## src/rtl/ads1672_adc_emulator.sv

```systemverilog
// ads1672_adc_emulator
//   Device-side model of an ADS1672 serial link. The controller drives START
//   and SCLK; the model answers with DRDY_n and DOUT. Each conversion word
//   comes either from an internal ramp or from an external parallel sample
//   stream.
//
// Ports
//   clk, rst       system clock, synchronous active-high reset
//   start          high = converting; low returns to IDLE on the next clk
//   sclk           serial clock from the controller (asynchronous to clk)
//   drdy_n, dout   data-ready (active low) and serial data, MSB first
//   use_ext        0 = internal ramp, 1 = sample_in stream
//   sample_in      external sample word
//   sample_valid   sample_in holds a valid word
//   sample_ready   1-clk pulse: sample_in consumed this cycle if valid
//   overrun        1-clk pulse: conversion dropped during a read
//   busy           high whenever the FSM is not in IDLE
module ads1672_adc_emulator #(
  parameter int DATA_WIDTH    = 24,
  parameter int PERIOD        = 64,
  parameter int SETTLE_CYCLES = 256,
  parameter int RAMP_STEP     = 1
) (
  input  logic                  clk,
  input  logic                  rst,
  input  logic                  start,
  input  logic                  sclk,
  output logic                  drdy_n,
  output logic                  dout,
  input  logic                  use_ext,
  input  logic [DATA_WIDTH-1:0] sample_in,
  input  logic                  sample_valid,
  output logic                  sample_ready,
  output logic                  overrun,
  output logic                  busy
);

  localparam int BW = (DATA_WIDTH > 2) ? $clog2(DATA_WIDTH) : 1;
  localparam int PW = (PERIOD > 2) ? $clog2(PERIOD) : 1;
  localparam int SW = (SETTLE_CYCLES > 2) ? $clog2(SETTLE_CYCLES) : 1;
  localparam logic [PW-1:0] PERIOD_TC = PW'(PERIOD - 1);
  localparam logic [SW-1:0] SETTLE_TC = SW'(SETTLE_CYCLES - 1);

  typedef enum logic [2:0] {
    S_IDLE, S_SETTLE, S_WAIT, S_CONV, S_READY, S_SHIFT
  } state_t;

  state_t                state_q, state_d;
  logic [2:0]            sclk_sync_q;
  logic [SW-1:0]         settle_cnt_q, settle_cnt_d;
  logic [PW-1:0]         period_cnt_q, period_cnt_d;
  logic [DATA_WIDTH-1:0] ramp_q, ramp_d;
  logic [DATA_WIDTH-1:0] word_q, word_d;
  logic [BW-1:0]         bit_q, bit_d;
  logic                  drdy_n_q, drdy_n_d;
  logic                  dout_q, dout_d;
  logic                  overrun_q, overrun_d;

  logic                  sclk_rise;
  logic                  period_tc;
  logic [DATA_WIDTH-1:0] conv_word;
  logic [DATA_WIDTH-1:0] ramp_next;

  // Two synchronizer flops plus one history flop for edge detection, so
  // dout moves on the third clk edge after the sclk pin rises.
  always_ff @(posedge clk) begin
    if (rst) sclk_sync_q <= '0;
    else     sclk_sync_q <= {sclk_sync_q[1:0], sclk};
  end
  assign sclk_rise = sclk_sync_q[1] & ~sclk_sync_q[2];

  assign period_tc = (period_cnt_q == PERIOD_TC);
  assign ramp_next = ramp_q + DATA_WIDTH'(RAMP_STEP);
  // Stream source with no valid word repeats the previous word.
  assign conv_word = use_ext ? (sample_valid ? sample_in : word_q) : ramp_q;

  always_ff @(posedge clk) begin
    if (rst) begin
      state_q      <= S_IDLE;
      settle_cnt_q <= '0;
      period_cnt_q <= '0;
      ramp_q       <= '0;
      word_q       <= '0;
      bit_q        <= '0;
      drdy_n_q     <= 1'b1;
      dout_q       <= 1'b0;
      overrun_q    <= 1'b0;
    end else begin
      state_q      <= state_d;
      settle_cnt_q <= settle_cnt_d;
      period_cnt_q <= period_cnt_d;
      ramp_q       <= ramp_d;
      word_q       <= word_d;
      bit_q        <= bit_d;
      drdy_n_q     <= drdy_n_d;
      dout_q       <= dout_d;
      overrun_q    <= overrun_d;
    end
  end

  always_comb begin
    state_d      = state_q;
    settle_cnt_d = settle_cnt_q;
    period_cnt_d = period_cnt_q;
    ramp_d       = ramp_q;
    word_d       = word_q;
    bit_d        = bit_q;
    drdy_n_d     = drdy_n_q;
    dout_d       = dout_q;
    overrun_d    = 1'b0;

    // Conversion spacing is fixed once the first conversion happens: the
    // counter keeps wrapping regardless of what the reader does, and it sits
    // at zero in every CONV cycle.
    if (state_q inside {S_WAIT, S_CONV, S_READY, S_SHIFT})
      period_cnt_d = period_tc ? '0 : period_cnt_q + 1'b1;

    case (state_q)
      S_IDLE: begin
        drdy_n_d     = 1'b1;
        dout_d       = 1'b0;
        settle_cnt_d = '0;
        period_cnt_d = '0;
        ramp_d       = '0;
        if (start) state_d = S_SETTLE;
      end
      S_SETTLE: begin
        if (settle_cnt_q == SETTLE_TC) state_d = S_CONV;
        else                           settle_cnt_d = settle_cnt_q + 1'b1;
      end
      S_WAIT: begin
        if (period_tc) state_d = S_CONV;
      end
      S_CONV: begin
        word_d   = conv_word;
        dout_d   = conv_word[DATA_WIDTH-1];
        drdy_n_d = 1'b0;
        if (!use_ext) ramp_d = ramp_next;
        state_d  = S_READY;
      end
      S_READY: begin
        if (sclk_rise) begin
          drdy_n_d = 1'b1;
          dout_d   = word_q[DATA_WIDTH-2];
          bit_d    = BW'(DATA_WIDTH - 2);
          state_d  = S_SHIFT;
          // A conversion landing on the same clk as the first rise finds the
          // read already under way and is dropped.
          if (period_tc) begin
            overrun_d = 1'b1;
            if (!use_ext) ramp_d = ramp_next;
          end
        end else if (period_tc) begin
          // Unread word is simply replaced; drdy_n stays low.
          state_d = S_CONV;
        end
      end
      S_SHIFT: begin
        if (sclk_rise) begin
          if (bit_q == '0) begin
            dout_d  = 1'b0;
            state_d = S_WAIT;
          end else begin
            bit_d  = bit_q - 1'b1;
            dout_d = word_q[bit_q - 1'b1];
          end
        end
        if (period_tc) begin
          overrun_d = 1'b1;
          if (!use_ext) ramp_d = ramp_next;
        end
      end
      default: state_d = S_IDLE;
    endcase

    // Dropping start abandons everything, including an in-flight read.
    if (!start) begin
      state_d      = S_IDLE;
      drdy_n_d     = 1'b1;
      dout_d       = 1'b0;
      overrun_d    = 1'b0;
      settle_cnt_d = '0;
      period_cnt_d = '0;
    end
  end

  assign sample_ready = (state_q == S_CONV) && use_ext && start;
  assign drdy_n       = drdy_n_q;
  assign dout         = dout_q;
  assign overrun      = overrun_q;
  assign busy         = (state_q != S_IDLE);

endmodule

```

## config.mk

```make
export PLATFORM = sky130hd
export DESIGN_NAME = ads1672_adc_emulator
export DESIGN_NICKNAME = d
export VERILOG_FILES = /design/src/rtl/ads1672_adc_emulator.sv
export SDC_FILE = /design/constraint.sdc
export NUM_CORES = 1
export LEC_CHECK = 0
export ABC_AREA = 1
export BUFFER_PORTS_ARGS = -buffer_cell sky130_fd_sc_hd__buf_4
export CAP_MARGIN = 40
export CORE_ASPECT_RATIO = 0.8
export CORE_MARGIN = 4
export CORE_UTILIZATION = 55
export CTS_CLUSTER_DIAMETER = 40
export DETAILED_ROUTE_END_ITERATION = 12
export GPL_ROUTABILITY_DRIVEN = 1
export PLACE_DENSITY = 0.81
export SLEW_MARGIN = 20
export SYNTH_ARGS = -nofsm -noshare
export SYNTH_HDL_FRONTEND = slang
export SYNTH_SLANG_ARGS = --single-unit
```

## constraint.sdc

```tcl
create_clock -name clk -period 2.6 [get_ports clk]
set_input_delay 0.26 -clock clk [delete_from_list [all_inputs] [get_ports clk]]
set_output_delay 0.26 -clock clk [all_outputs]
set_load 0.01 [all_outputs]
```

Yosys cells after proc, flatten, opt, wreduce, memory -nomap -nowiden
Cells that the tools add are included.
{"block": "classes", "n_reduce_logical": 19, "n_lt_le_gt_ge": 1, "muxes": 30, "addsub": 4, "bitwise_logic": 3, "eq_ne": 14, "div": 0, "shift": 0, "multipliers": 0}
{"op": "2-to-1 mux 24 bit", "n": 5}
{"op": "one-hot mux 24 bit (4 select lines)", "n": 1}
{"op": "adder 24 x 1 -> 24 bit, second input constant", "n": 1}
{"op": "one-hot mux 3 bit (6 select lines)", "n": 1}
{"op": "one-hot mux 8 bit (2 select lines)", "n": 1}
{"op": "2-to-1 mux 3 bit", "n": 5}
{"op": "2-to-1 mux 5 bit", "n": 3}
{"op": "inequality test 2 bit, second input constant", "n": 5}
{"op": "one-hot mux 5 bit (2 select lines)", "n": 1}
{"op": "adder 8 x 1 -> 8 bit, second input constant", "n": 1}
{"op": "== test 8 bit, second input constant", "n": 1}
{"op": "2-to-1 mux 8 bit", "n": 1}
{"op": "AND reduction 2 bit", "n": 4}
{"op": "nonzero test 4 bit", "n": 2}
{"op": "2-to-1 mux 1 bit", "n": 7}
{"op": "adder 6 x 1 -> 6 bit, second input constant", "n": 1}
{"op": "== test 3 x 2 -> 1 bit, second input constant", "n": 2}
{"op": "== test 3 bit, second input constant", "n": 2}
{"op": "== test 6 bit, second input constant", "n": 1}
{"op": "less-than comparator 5 x 6 -> 1 bit, second input constant", "n": 1}
{"op": "2-to-1 mux 6 bit", "n": 1}
{"op": "AND reduction 3 bit", "n": 2}
{"op": "nonzero test 3 bit", "n": 2}
{"op": "binary-select mux 1 bit (select 5 bit)", "n": 1}
{"op": "other kinds (15)", "n": 19}
{"block": "word_totals", "inputBits": 30, "latch_bits": 0, "mem_count": 0, "rom_bits": 0, "ram_bits": 0, "ff_bits": 76}

Logic depth before layout (Yosys ltp)
{"block": "logic_depth", "ltp_word": 6, "depth_mapped": 14}

Worst setup path before layout
Ideal clock, no wire load.
{"block": "synth_timing", "path_kind": "reg-to-reg", "startpoint": "reg bit_q[0]", "endpoint": "reg dout_q (netlist: dout)", "period_less_slack_ps": 1920, "t_required_ps": 2530, "setup_slack_ps": 680, "path_stages_with_launch": 15, "setup_time_ps": 70, "arrival_ps": 1850, "path_cell_list": "dfxtp_1 -> clkinv_1 -> clkbuf_1 -> ha_1 -> buf_2 -> inv_1 -> nand3_1 -> nand3_1 -> nand3_1 -> nand2_1 -> nor2_1 -> nand2_1 -> nand2_1 -> nand2_1 -> a21oi_1"}
{"block": "synth_between", "elab_chain_len": 6, "word_cells_on_any_way": 7, "cone_classes": "add/sub: 1; mux: 5; reduce/logical: 1"}
{"element": "start: declaration", "line_no": "54", "source": "logic [BW-1:0] bit_q, bit_d;"}
{"element": "start signal: assignment", "line_no": "94", "source": "bit_q <= bit_d;"}
{"element": "subtractor 5 x 1 -> 5 bit", "line_no": "165", "source": "dout_d = word_q[bit_q - 1'b1];"}
{"element": "binary-select mux 1 bit (select 5 bit)", "line_no": "165"}
{"element": "2-to-1 mux 1 bit (implied by the code)", "line_no": "165"}
{"element": "2-to-1 mux 1 bit (*)", "line_no": "160", "source": "if (bit_q == '0) begin"}
{"element": "2-to-1 mux 1 bit (*)", "line_no": "159", "source": "if (sclk_rise) begin"}
{"element": "one-hot mux 1 bit (4 select lines) (*)", "line_no": "118", "source": "case (state_q)"}
{"element": "end signal: assignment", "line_no": "96", "source": "dout_q <= dout_d;"}
{"element": "end: declaration", "line_no": "56", "source": "logic dout_q, dout_d;"}
Mark *: on every way between the ends. The rest lies on a longest branch, timed or not. The select of a mux whose other input is x is not followed.
A chain may end at the register's enable or synchronous reset.

Final worst setup path
{"block": "layout_timing", "startpoint": "reg period_cnt_q[0]", "endpoint": "reg ramp_q[3]"}
{"block": "layout_between", "elab_chain_len": 4}
{"element": "start: declaration", "line_no": "51", "source": "logic [PW-1:0] period_cnt_q, period_cnt_d;"}
{"element": "start signal: assignment", "line_no": "91", "source": "period_cnt_q <= period_cnt_d;"}
{"element": "== test 6 bit (*)", "line_no": "72", "source": "assign period_tc = (period_cnt_q == PERIOD_TC);"}
{"element": "2-to-1 mux 24 bit (*)"}
{"element": "2-to-1 mux 24 bit"}
{"element": "one-hot mux 24 bit (4 select lines) (*)"}
{"element": "end signal: assignment", "line_no": "92", "source": "ramp_q <= ramp_d;"}
{"element": "end: declaration", "line_no": "52", "source": "logic [DATA_WIDTH-1:0] ramp_q, ramp_d;"}
Marked as above.

==> results.md <==
* Outcome: complete, no violations
* Post-synth ARST share at 0
* Metal-1 WL at roughly 5000 um
* Placed cell area at ~4400 um2
* Area of the die at roughly 8900 um2
* Worst Slack Setup Final at around 0.43 ns
* Measured slew at the worst slew-check pin at about 0.66 ns
* H-Tree Depth at 3
* Mapped Cells at slightly above 600
* Clock power share at 0.419
* Worst-Skew Late Latency at approximately 0.36 ns
* Num CTS Buffers at 9
* Peak supply drop at ~0.34 mV
* Drt wl/cell at ~15 um
* Cts repair resizes at 0
* Post-synthesis sequential area ratio at 0.3720
* Die height at approximately 85 um
* Std cell rows at 27
* Post-DP HPWL at 7786 um
* Post-Synthesis Cell Area at between 4000 and 5000 um2
* Core Region at a little over 7000 um2
* DRC at 0
* TritonCTS clock tree: done
* Syn nets at roughly 650
* Num Clock Sinks at 76
* Gate power share at 0.072
* Crit path capture type: flop
* Share of layout cells above drive strength 1 at 0.1277
* Drt pass-1 iters at 5
* Largest family of logic cells by synthesized area: simple AND/OR/NAND/NOR gates
* Yosys reg bits at 76
* Post-CTS Setup Bufs at 0
* F_max at about 460 MHz
* # setup viols final at 0
* Unrepaired setup endpoints after global routing: false
* Synth-to-layout area growth at 12.17%
* Cts hold-fix bufs at 0
* Reg power frac at 0.509
* Post-Route Skew at ~0.011 ns
* Worst path required time at 2.84 ns
* N_diodes at 0
* Net Sw Power at between 0.0005 and 0.0006 W
* Switch share at 0.2544
* P_int at 0.001732 W
* Top FF cell, synth: dfxtp_1
* Die X at 104.4 um
* WP data arrival at between 2 and 2.5 ns
* Fin crit share at 0.8359
* EDFF count, synth at 0
* Compound-gate portion of the synthesized area at 0.1661
* Setup TNS at 0 ns
* Detail Route Antenna Nets at 0
* Minimum clock period at between 2 and 2.5 ns
* Cell area after layout at around 4600 um2
* Syn_area_per_cell at ~6.7 um2
* Top-level port count at 35
* Final nets at around 670
* Final Slew Violations at 0
* Area share of fa/ha/maj cells after synthesis at 0.01224
* Power per cell area at about 510 nW/um2
* CP startpoint kind: flop
* Global-route wire length before repair at between 15000 and 20000 um
* First DRT Iteration DRCs at 497
* CTS max path bufs at 2
* Synth Area in XOR/XNOR at 0.008565
* WL met2 at 4728 um
* Vias in the first global route at roughly 3800
* Post-synthesis mux area share at 0
* Initial antenna violation count at 0
* Vias per cell at 5.731
* Total GRT Usage at 0.2504
* Overflow after GRT at 0
* Vias at between 4000 and 5000
* Clock root buffer: clkbuf_8
* Post-synthesis simple-gate area fraction at 0.3460
* Final hold violations at 0
* Clk slew on worst S/H paths at 0.08 ns
* Largest net degree at the start of global routing at 47
* GP Congestion at a little under 1
* Synth cell types at 44
* Pre-CTS WS at about 0.47 ns
* WL met3 at 759 um
* CP Class: flop to flop
* Final wirelength at between 10000 and 15000 um
* Initial Utilization at 0.5793
* Max layer used: met4
* Max-Cap Viols at 0
* HP Class: primary input to flop
* Final core utilization at 0.6498
* Cell leakage power at 1.734 nW
* Syn. warnings at 0
* Crit-path max FO at 20
* Port buffer count at 34
* Normalized max-slew margin at 0.5587
==> cell type report <==
cell class	instances	area, um2
sequential	76	1521
fill	622	2472
tap	87	108.9
timing repair buffer	37	277.8
clock buffer	11	151.4
clock inverter	5	58.81
inverter	76	290.3
multi-input combinational	437	2180
==> placed cells by master, fill, tap and decap left out, drive strengths merged, types with 2 or more instances in the layout <==
cell	count
a211oi	3
a21o	2
a21oi	35
a31oi	27
and3	2
buf	37
clkbuf	11
clkinv	3
clkinvlp	2
dfxtp	76
ha	4
inv	75
nand2	149
nand3	70
nand4	12
nor2	48
nor3	18
nor3b	2
nor4	2
o21ai	44
o21bai	4
or2	4
xor2	3
==> synth_stat cells (5+ instances only) <==
library cell / number / share of area
nand4_1: 12 / 0.018
nor2_1: 45 / 0.041
a21oi_1: 34 / 0.042
nand2_1: 140 / 0.13
inv_1: 69 / 0.063
nor3_1: 17 / 0.021
nand2_2: 9 / 0.014
inv_2: 5 / 0.0046
o21ai_0: 40 / 0.049
clkbuf_1: 17 / 0.016
a31oi_1: 27 / 0.041
dfxtp_1: 76 / 0.37
nand3_1: 66 / 0.081
==> cells by family after synthesis <==
family | Yosys count
simple gates | 309
compound gates | 120
buf+inv | 99
flops | 76
xor+xnor | 4
fa+ha+maj | 4
==> critical path, cell delays in order (launching register included) <==
cell	delay, ns
dfxtp_1	0.36
ha_1	0.20
nand3_1	0.08
nor3_1	0.28
nor2_1	0.10
nand2_1	0.11
inv_1	0.07
nor2_4	0.43
nand2_1	0.18
o21ai_0	0.18
a21oi_1	0.05
==> metal layers <==
| layer | track usage | up-vias |
|---|---|---|
| met5 | 0 | - |
| met4 | 0.06401 | 0 |
| met3 | 0.06008 | 20 |
| met2 | 0.3810 | 151 |
| met1 | 0.3569 | 1915 |
| li1 | - | 2092 |
==> metrics by stage <==
step | cells | hold WS [ns] | total power, W
3_3_place_gp | 713 | 0.4184 | 0.001369
4_1_cts | 729 | 0.1267 | 0.002326
6_report | 729 | 0.1230 | 0.002323
2_1_floorplan | 612 | 0.3670 | 0.001315
3_5_place_dp | 713 | 0.4354 | 0.001373
5_1_grt | 729 | 0.1285 | 0.002405
==> registers in the layout (all words and copies together), names as in the netlist <==
signal        cells
sclk_sync_q       3
period_cnt_q      6
overrun           1
drdy_n            1
word_q           24
dout              1
ramp_q           24
state_q           3
bit_q             5
settle_cnt_q      8
==> final timing paths <==
path                            slack [ns]  cells past startpoint                         start                         to
worst max-delay path                  0.43                     10  period_cnt_q[0]$_SDFFE_PP0P_     ramp_q[3]$_SDFFE_PP0P_
worst min-delay path                  0.12                      3                          sclk  sclk_sync_q[0]$_SDFF_PP0_
worst max register to register        0.43                     10  period_cnt_q[0]$_SDFFE_PP0P_     ramp_q[3]$_SDFFE_PP0P_
worst min register to register        0.45                      2     sclk_sync_q[0]$_SDFF_PP0_  sclk_sync_q[1]$_SDFF_PP0_
==> power by group through the flow <==
| stage | registers (W) | logic (W) | clock network (W) |
|---|---|---|---|
| after floorplan | 0.00121 | 0.000108 | 0 |
| after global placement | 0.00121 | 0.000161 | 0 |
| after detailed placement | 0.00121 | 0.000165 | 0 |
| after CTS | 0.00118 | 0.000166 | 0.000979 |
| after global routing | 0.00118 | 0.000186 | 0.00104 |
| final | 0.00118 | 0.000168 | 0.000973 |
(Power assumes the default switching activity.)
